**src/rtl/mips_ctrl_pkg.sv**
```systemverilog
// Shared encodings for the multicycle MIPS main controller: opcodes, FSM states,
// datapath mux codes and the packed control word produced by the output decoder.
package mips_ctrl_pkg;

    localparam logic [5:0] OP_RTYPE = 6'b000000;
    localparam logic [5:0] OP_LW    = 6'b100011;
    localparam logic [5:0] OP_SW    = 6'b101011;
    localparam logic [5:0] OP_BEQ   = 6'b000100;
    localparam logic [5:0] OP_J     = 6'b000010;
    localparam logic [5:0] OP_ADDI  = 6'b001000;

    typedef enum logic [3:0] {
        FETCH     = 4'd0,
        DECODE    = 4'd1,
        MEM_ADDR  = 4'd2,
        MEM_READ  = 4'd3,
        MEM_WB    = 4'd4,
        MEM_WRITE = 4'd5,
        R_EXEC    = 4'd6,
        R_WB      = 4'd7,
        BRANCH    = 4'd8,
        JUMP      = 4'd9,
        I_EXEC    = 4'd10,
        I_WB      = 4'd11,
        TRAP      = 4'd12
    } state_t;

    localparam logic [1:0] ALUOP_ADD   = 2'b00;
    localparam logic [1:0] ALUOP_SUB   = 2'b01;
    localparam logic [1:0] ALUOP_FUNCT = 2'b10;

    localparam logic [1:0] PCSRC_ALU    = 2'b00;
    localparam logic [1:0] PCSRC_ALUOUT = 2'b01;
    localparam logic [1:0] PCSRC_JUMP   = 2'b10;

    localparam logic [1:0] SRCB_B       = 2'b00;
    localparam logic [1:0] SRCB_FOUR    = 2'b01;
    localparam logic [1:0] SRCB_IMM     = 2'b10;
    localparam logic [1:0] SRCB_IMM_SH2 = 2'b11;

    typedef struct packed {
        logic       pc_write_cond;
        logic       pc_write;
        logic       i_or_d;
        logic       mem_read;
        logic       mem_write;
        logic       mem_to_reg;
        logic       ir_write;
        logic       reg_dst;
        logic       reg_write;
        logic       alu_src_a;
        logic [1:0] alu_src_b;
        logic [1:0] alu_op;
        logic [1:0] pc_source;
    } ctrl_t;

endpackage

```
**src/rtl/mips_ctrl_outdec.sv**
```systemverilog
// Combinational state -> control-word decoder. Moore apart from the FETCH
// PC/IR writes, which wait for mem_ready. en=0 forces every control low.
module mips_ctrl_outdec
    import mips_ctrl_pkg::*;
(
    input  state_t state,
    input  logic   mem_ready,
    input  logic   en,
    output ctrl_t  ctrl
);

    always_comb begin
        ctrl = '0;
        if (en) begin
            case (state)
                FETCH: begin
                    ctrl.mem_read  = 1'b1;
                    ctrl.alu_src_b = SRCB_FOUR;
                    ctrl.alu_op    = ALUOP_ADD;
                    ctrl.pc_source = PCSRC_ALU;
                    ctrl.ir_write  = mem_ready;
                    ctrl.pc_write  = mem_ready;
                end
                DECODE: begin
                    ctrl.alu_src_b = SRCB_IMM_SH2;
                    ctrl.alu_op    = ALUOP_ADD;
                end
                MEM_ADDR, I_EXEC: begin
                    ctrl.alu_src_a = 1'b1;
                    ctrl.alu_src_b = SRCB_IMM;
                    ctrl.alu_op    = ALUOP_ADD;
                end
                MEM_READ: begin
                    ctrl.mem_read = 1'b1;
                    ctrl.i_or_d   = 1'b1;
                end
                MEM_WB: begin
                    ctrl.reg_write  = 1'b1;
                    ctrl.mem_to_reg = 1'b1;
                end
                MEM_WRITE: begin
                    ctrl.mem_write = 1'b1;
                    ctrl.i_or_d    = 1'b1;
                end
                R_EXEC: begin
                    ctrl.alu_src_a = 1'b1;
                    ctrl.alu_src_b = SRCB_B;
                    ctrl.alu_op    = ALUOP_FUNCT;
                end
                R_WB: begin
                    ctrl.reg_write = 1'b1;
                    ctrl.reg_dst   = 1'b1;
                end
                BRANCH: begin
                    ctrl.alu_src_a     = 1'b1;
                    ctrl.alu_src_b     = SRCB_B;
                    ctrl.alu_op        = ALUOP_SUB;
                    ctrl.pc_write_cond = 1'b1;
                    ctrl.pc_source     = PCSRC_ALUOUT;
                end
                JUMP: begin
                    ctrl.pc_write  = 1'b1;
                    ctrl.pc_source = PCSRC_JUMP;
                end
                I_WB: begin
                    ctrl.reg_write = 1'b1;
                end
                default: ;
            endcase
        end
    end

endmodule

```
**src/rtl/mips_multicycle_ctrl.sv**
```systemverilog
// Multicycle MIPS main control FSM with mem_ready handshake and ADDI support.
// Optional MIPS_CTRL_TRAP_EN: undecoded opcodes lock in TRAP and raise illegal_op.
module mips_multicycle_ctrl
    import mips_ctrl_pkg::*;
#(
    parameter int OPW    = 6,
    parameter int ALUOPW = 2,
    parameter int STATEW = 4
) (
    input  logic              clk,
    input  logic              rst_n,
    input  logic [OPW-1:0]    opcode,
    input  logic              mem_ready,
    output logic              PCWriteCond,
    output logic              PCWrite,
    output logic              IorD,
    output logic              MemRead,
    output logic              MemWrite,
    output logic              MemtoReg,
    output logic              IRWrite,
    output logic              RegDst,
    output logic              RegWrite,
    output logic              ALUSrcA,
    output logic [1:0]        ALUSrcB,
    output logic [ALUOPW-1:0] ALUOp,
    output logic [1:0]        PCSource,
    output logic [STATEW-1:0] state
`ifdef MIPS_CTRL_TRAP_EN
    ,
    output logic              illegal_op
`endif
);

    state_t         state_q;
    state_t         state_d;
    logic [OPW-1:0] op_q;
    ctrl_t          ctrl;

    always_ff @(posedge clk or negedge rst_n) begin
        if (!rst_n) begin
            state_q <= FETCH;
            op_q    <= '0;
        end else begin
            state_q <= state_d;
            if (state_q == DECODE) begin
                op_q <= opcode;
            end
        end
    end

    always_comb begin
        state_d = state_q;
        case (state_q)
            FETCH:     if (mem_ready) state_d = DECODE;
            DECODE: begin
                if (opcode == OPW'(OP_RTYPE)) begin
                    state_d = R_EXEC;
                end else if (opcode == OPW'(OP_LW) || opcode == OPW'(OP_SW)) begin
                    state_d = MEM_ADDR;
                end else if (opcode == OPW'(OP_BEQ)) begin
                    state_d = BRANCH;
                end else if (opcode == OPW'(OP_J)) begin
                    state_d = JUMP;
                end else if (opcode == OPW'(OP_ADDI)) begin
                    state_d = I_EXEC;
                end else begin
`ifdef MIPS_CTRL_TRAP_EN
                    state_d = TRAP;
`else
                    state_d = FETCH;
`endif
                end
            end
            // Live opcode is ignored here; only the copy taken in DECODE counts.
            MEM_ADDR:  state_d = (op_q == OPW'(OP_LW)) ? MEM_READ : MEM_WRITE;
            MEM_READ:  if (mem_ready) state_d = MEM_WB;
            MEM_WB:    state_d = FETCH;
            MEM_WRITE: if (mem_ready) state_d = FETCH;
            R_EXEC:    state_d = R_WB;
            R_WB:      state_d = FETCH;
            BRANCH:    state_d = FETCH;
            JUMP:      state_d = FETCH;
            I_EXEC:    state_d = I_WB;
            I_WB:      state_d = FETCH;
`ifdef MIPS_CTRL_TRAP_EN
            TRAP:      state_d = TRAP;
`endif
            default:   state_d = FETCH;
        endcase
    end

    // Gating with rst_n keeps FETCH's MemRead low for as long as reset is held.
    mips_ctrl_outdec u_outdec (
        .state     (state_q),
        .mem_ready (mem_ready),
        .en        (rst_n),
        .ctrl      (ctrl)
    );

    assign PCWriteCond = ctrl.pc_write_cond;
    assign PCWrite     = ctrl.pc_write;
    assign IorD        = ctrl.i_or_d;
    assign MemRead     = ctrl.mem_read;
    assign MemWrite    = ctrl.mem_write;
    assign MemtoReg    = ctrl.mem_to_reg;
    assign IRWrite     = ctrl.ir_write;
    assign RegDst      = ctrl.reg_dst;
    assign RegWrite    = ctrl.reg_write;
    assign ALUSrcA     = ctrl.alu_src_a;
    assign ALUSrcB     = ctrl.alu_src_b;
    assign ALUOp       = ALUOPW'(ctrl.alu_op);
    assign PCSource    = ctrl.pc_source;
    assign state       = STATEW'(state_q);

`ifdef MIPS_CTRL_TRAP_EN
    assign illegal_op = (state_q == TRAP);
`endif

endmodule

```
**config.mk**
```make
export PLATFORM = sky130hd
export DESIGN_NAME = mips_multicycle_ctrl
export DESIGN_NICKNAME = d
export VERILOG_FILES = /design/src/rtl/mips_ctrl_pkg.sv /design/src/rtl/mips_ctrl_outdec.sv /design/src/rtl/mips_multicycle_ctrl.sv
export SDC_FILE = /design/constraint.sdc
export NUM_CORES = 1
export LEC_CHECK = 0
export ABC_AREA = 1
export CAP_MARGIN = 10
export CORE_MARGIN = 1.5
export CORE_UTILIZATION = 46
export DETAILED_ROUTE_END_ITERATION = 16
export GPL_TIMING_DRIVEN = 1
export PLACE_DENSITY_LB_ADDON = 0.2
export SLEW_MARGIN = 20
export SYNTH_ARGS = -nofsm -noshare
export SYNTH_HDL_FRONTEND = slang
export SYNTH_SLANG_ARGS = --single-unit
```
**constraint.sdc**
```tcl
create_clock -name clk -period 3.09 [get_ports clk]
set_clock_uncertainty 0.15 [all_clocks]
set_input_delay 0.618 -clock clk [delete_from_list [all_inputs] [get_ports clk]]
set_output_delay 0.618 -clock clk [all_outputs]
set_load 0.005 [all_outputs]
```
## Word level (Yosys, flattened, before mapping)

Index checks and enable logic that the tools add are counted.
W data, S select, Z words.

| word-level totals | value |
|---|---|
| bits of input ports | 9 |
| output and inout bits | 20 |
| logic and storage cells | 54 |
| register bits | 10 |

| cells by class | value |
|---|---|
| reduce and logical (&&, ||, !) cells | 9 |
| eq/ne operators | 20 |
| muxes and demuxes | 23 |

Operators with widths:

| kind | number |
|---|---|
| $mux W4 | 8 |
| $pmux W4 S7 | 1 |
| $pmux W4 S5 | 1 |
| $eq A6 B6 Y1 const B | 3 |
| $eq A4 B3 Y1 const B | 4 |
| $eq A4 B4 Y1 const B | 4 |
| $mux W16 | 1 |
| $mux W1 | 9 |
| $eq A4 B2 Y1 const B | 2 |
| $eq A6 B2 Y1 const B | 1 |
| $eq A6 B3 Y1 const B | 1 |
| $eq A6 B4 Y1 const B | 1 |
| $logic_not A6 Y1 | 1 |
| $ne A2 B2 Y1 const B | 3 |
| $reduce_or A2 Y1 | 3 |
| $eq A4 B1 Y1 const B | 1 |
| $logic_not A4 Y1 | 1 |
| $pmux W2 S2 | 1 |
| $reduce_or A4 Y1 | 1 |
| $mux W3 | 1 |
| $reduce_and A3 Y1 | 1 |
| $reduce_or A3 Y1 | 1 |
| $pmux W1 S2 | 1 |
| $logic_or A1 B1 Y1 | 1 |

## Longest topological paths before layout

Gate-level depths: netlist of run 1.

| depth | value |
|---|---|
| depth after elaboration | 7 |
| gate-level depth with buffers | 8 |
| gate-level depth less buffers | 8 |

## Modules after synthesis

Synthesis of run 1 repeated with hierarchy kept, for this count alone.

| unflattened totals | value |
|---|---|
| cell total of the unflattened synthesis | 139 |
| area total of the unflattened synthesis | 838.3 µm² |

Modules (own cells, without submodules):

| module | area an instance (µm²) | sequential area each (µm²) | cells each | times used |
|---|---|---|---|---|
| mips_multicycle_ctrl | 640.6 | 250.2 | 96 | 1 |
| mips_ctrl_outdec | 197.7 | 0.0 | 43 | 1 |

## Worst setup path before layout of run 1

Ideal clock, no wire load.

| path | value |
|---|---|
| path type | input -> output |
| start | in rst_n |
| end | out PCSource[0] |
| stages on the path | 3 |
| data arrival time | 1.103 ns |
| required time | 2.322 ns |
| path slack | 1.219 ns |
| buffers on the path | 1 |
| cells stage by stage | clkinv_1 nor2_1 buf_4 |

| on the way | value |
|---|---|
| longest elaborated chain between the ends | 1 |

Ends and longest elaborated chain:

| what | RTL line | source |
|---|---|---|
| from (decl) | mips_multicycle_ctrl.sv:11 | `input logic rst_n,` |
| $mux W16 | mips_ctrl_outdec.sv:14 | `if (en) begin` |
| to (decl) | mips_multicycle_ctrl.sv:26 | `output logic [1:0] PCSource,` |

No other way between the ends.

## Final worst setup path of run 1

| path | value |
|---|---|
| start | in rst_n |
| end | out ALUSrcB[0] |

| on the way | value |
|---|---|
| longest elaborated chain between the ends | 1 |

Ends and longest elaborated chain:

| what | RTL line | source |
|---|---|---|
| $mux W16 | mips_ctrl_outdec.sv:14 |  |
| to (decl) | mips_multicycle_ctrl.sv:24 | `output logic [1:0] ALUSrcB,` |

No other way between the ends.

==> results.json, run 1 <==
{
  "fmax_ghz": 0.330,
  "clkTransAtPathRegs_ns": 0.07,
  "ys_ff_latch": 10,
  "avgSynthCellArea_sq_um": 6.07,
  "routabilityCongestion": 0.904,
  "antenna_found_initial": 0,
  "drt-total-wl_mm": 2.28,
  "finalSetupViolations": 0,
  "postRouteAntennaNets": 0,
  "hold_viol": 0,
  "clockPowerShare_pct": 17.8,
  "seq_area_sq_um": 250,
  "ir_drop_mv": 0.350,
  "fin_crit_ns": 3.03,
  "multi_input_area_sq_um": 424,
  "final_cell_mix": "nand2_1, clkdlybuf4s50_1, nor2_1",
  "grt_pass1_wl_mm": 3.69,
  "track_usage_pct": 26.1,
  "die_w_microns": 43.9,
  "num_io_pins": 29,
  "initial_core_util_pct": 50.0,
  "synth_warnings": 0,
  "path_class": "input port to output pin",
  "p_int_uw": 389,
  "cts_tree": "built",
  "endpoint_kind": "output pin",
  "synthesis.nets": 136,
  "combinationalPowerShare_pct": 50.0,
  "fin_hold_ws_ns": 0.343,
  "final-max-slew-violation-count": 0,
  "nets": 170,
  "wl_per_cell_microns": 12.9,
  "sequentialPowerShare_pct": 32.2,
  "worstPathArrival_ns": 2.26,
  "required_ns": 2.32,
  "die_height_microns": 43.9,
  "grt_pass1_vias": 892,
  "ctsHtreeMaxLevel": 1,
  "final_common_cell": "nand2_1",
  "leakage_uw": 0.000557,
  "drc": 0,
  "diodes": 0,
  "layout-drive-gt1-share_pct": 12.5,
  "numPortBuffers": 28,
  "post_drt_via_cell_ratio": 5.38,
  "tns_ns": 0,
  "dr.pass1.iters": 4,
  "n_fill_cell": 135,
  "timing.final.crit_share_pct": 98.0,
  "syn_inst": 127,
  "worstSkewPairLatency_ns": 0.26,
  "hp-class": "register to register",
  "swShare_pct": 42.3,
  "start_kind": "input port",
  "drv_cap": 0,
  "dieArea_sq_um": 1930,
  "clockBufferDepth": 2,
  "grt_overflow": 0,
  "critPathMaxFanout": 10,
  "syn_to_final_growth_pct": 45.1,
  "worst-slew-pin-transition_ns": 0.346,
  "r2r_setup_slack_ns": 1.63,
  "grt_start_max_net_pins": 11,
  "switchingPower_uw": 285,
  "synth_seq_area_share_pct": 32.5,
  "drtIter0Drc": 30,
  "num_vias": 947,
  "cts_inserted_buffers": 3,
  "post_synth_num_cell_types": 21,
  "clkSinkCount": 10,
  "hpwl_mm": 1.86,
  "maxSlewHeadroom_pct": 76.8,
  "synth_area_sq_um": 771,
  "ctsHoldBuffers": 0,
  "ctsRootBufferMaster": "clkbuf_4",
  "core_area_sq_um": 1540,
  "power_density_nw_per_um2": 603,
  "num_rows": 14,
  "status": "finished, final reports clean",
  "grt_setup_unrepaired": "no"
}
-- worst max-delay path, stage by stage --
cell and delay, ns:
clkdlybuf4s50_1 0.59, clkinvlp_4 0.25, nor3_1 0.26, clkdlybuf4s50_1 0.54
-- worst paths after layout --
check,from,end,cells past startpoint
min,op_q[4],op_q[4],2
max in group asynchronous,rst_n,state[3],2
max,rst_n,ALUSrcB[0],4
min in group asynchronous,rst_n,state[2],2
min reg2reg,op_q[4],op_q[4],2
max reg2reg,state[0],state[0],6
-- cell type report --
cell class / instances / share of cell area, %
timing repair buffer: 30 / 26.4
clock buffer: 4 / 3.24
inverter: 23 / 8.28
sequential: 10 / 22.4
tap: 16 / 1.79
multi-input combinational: 93 / 37.9
-- state kept, by name, indices dropped and copies added (netlist names) --
| name | cells |
|---|---|
| state | 4 |
| op_q | 6 |
-- stage by stage --
step	cell area [sq um]	utilization, %	power (uW)	worst slack (ns)	instances
final	1120	72.6	674	0.0610	176
after global routing	1120	72.6	727	0.0163	176
after CTS	1110	72.3	671	0.0340	176
after detailed placement	1080	70.0	550	0.0960	172
after global placement	1080	70.0	528	0.138	172
after floorplan	771	-	416	1.22	127
-- Yosys cell counts --
cell,instances,area share [%]
nand2_1,36,18
nor2_1,22,11
inv_1,18,8.8
nand3_1,11,7.1
dfrtp_1,10,32
a21oi_1,5,3.2
o21ai_1,4,2.6
inv_2,3,1.5
nand2_2,3,2.4
nor2_2,3,2.4
a31oi_1,2,1.6
buf_4,1,0.97
clkinv_1,1,0.49
inv_4,1,0.81
nand2_4,1,1.5
nand3_2,1,1.3
nand3b_1,1,0.97
nand4_1,1,0.81
nor2_4,1,1.5
nor3_1,1,0.65
o21ai_0,1,0.65
-- power groups by stage --
stage          Combinational (uW)  Clock [uW]  Sequential [uW]
2_1_floorplan                 205           0              211
3_3_place_gp                  314           0              214
3_5_place_dp                  332           0              218
4_1_cts                       334         122              216
5_1_grt                       375         128              224
6_report                      337         120              217
-- per-layer routing --
| layer | share of wire (%) | wire length, microns | track usage (%) |
|---|---|---|---|
| met3 | 8.2 | 187 | 5.00 |
| met2 | 47 | 1070 | 41.8 |
| met1 | 42 | 955 | 34.1 |
| met5 | 0 | 0 | 0 |
| met4 | 3.1 | 70 | 11.5 |
-- cell families (layout without fill, tap and decap cells) --
group                  count (synthesis)  after routing  share of synthesized area, %
AOI/OAI and AO/OA                     12             12                          8.12
buffers and inverters                 24             57                          12.5
DFF                                   10             10                          32.5
and+or+nand+nor                       81             81                          46.9
-- timing repair --
| item | in CTS | in global routing |
|---|---|---|
| resized for setup | 0 | 1 |
| buffers inserted | 0 | 0 |
| setup endpoints to repair | 0 | 1 |
Power figures use the tool's default switching activity.
==> run 2: changes to the inputs <==
--- a/config.mk
+++ b/config.mk
@@ -12,7 +12,7 @@
 export DETAILED_ROUTE_END_ITERATION = 16
 export GPL_TIMING_DRIVEN = 1
 export PLACE_DENSITY_LB_ADDON = 0.2
-export SLEW_MARGIN = 20
+export SLEW_MARGIN = 25
 export SYNTH_ARGS = -nofsm -noshare
 export SYNTH_HDL_FRONTEND = slang
 export SYNTH_SLANG_ARGS = --single-unit
==> results of run 2 <==
The final DEF is identical to that of run 1; final timing and power are the same.
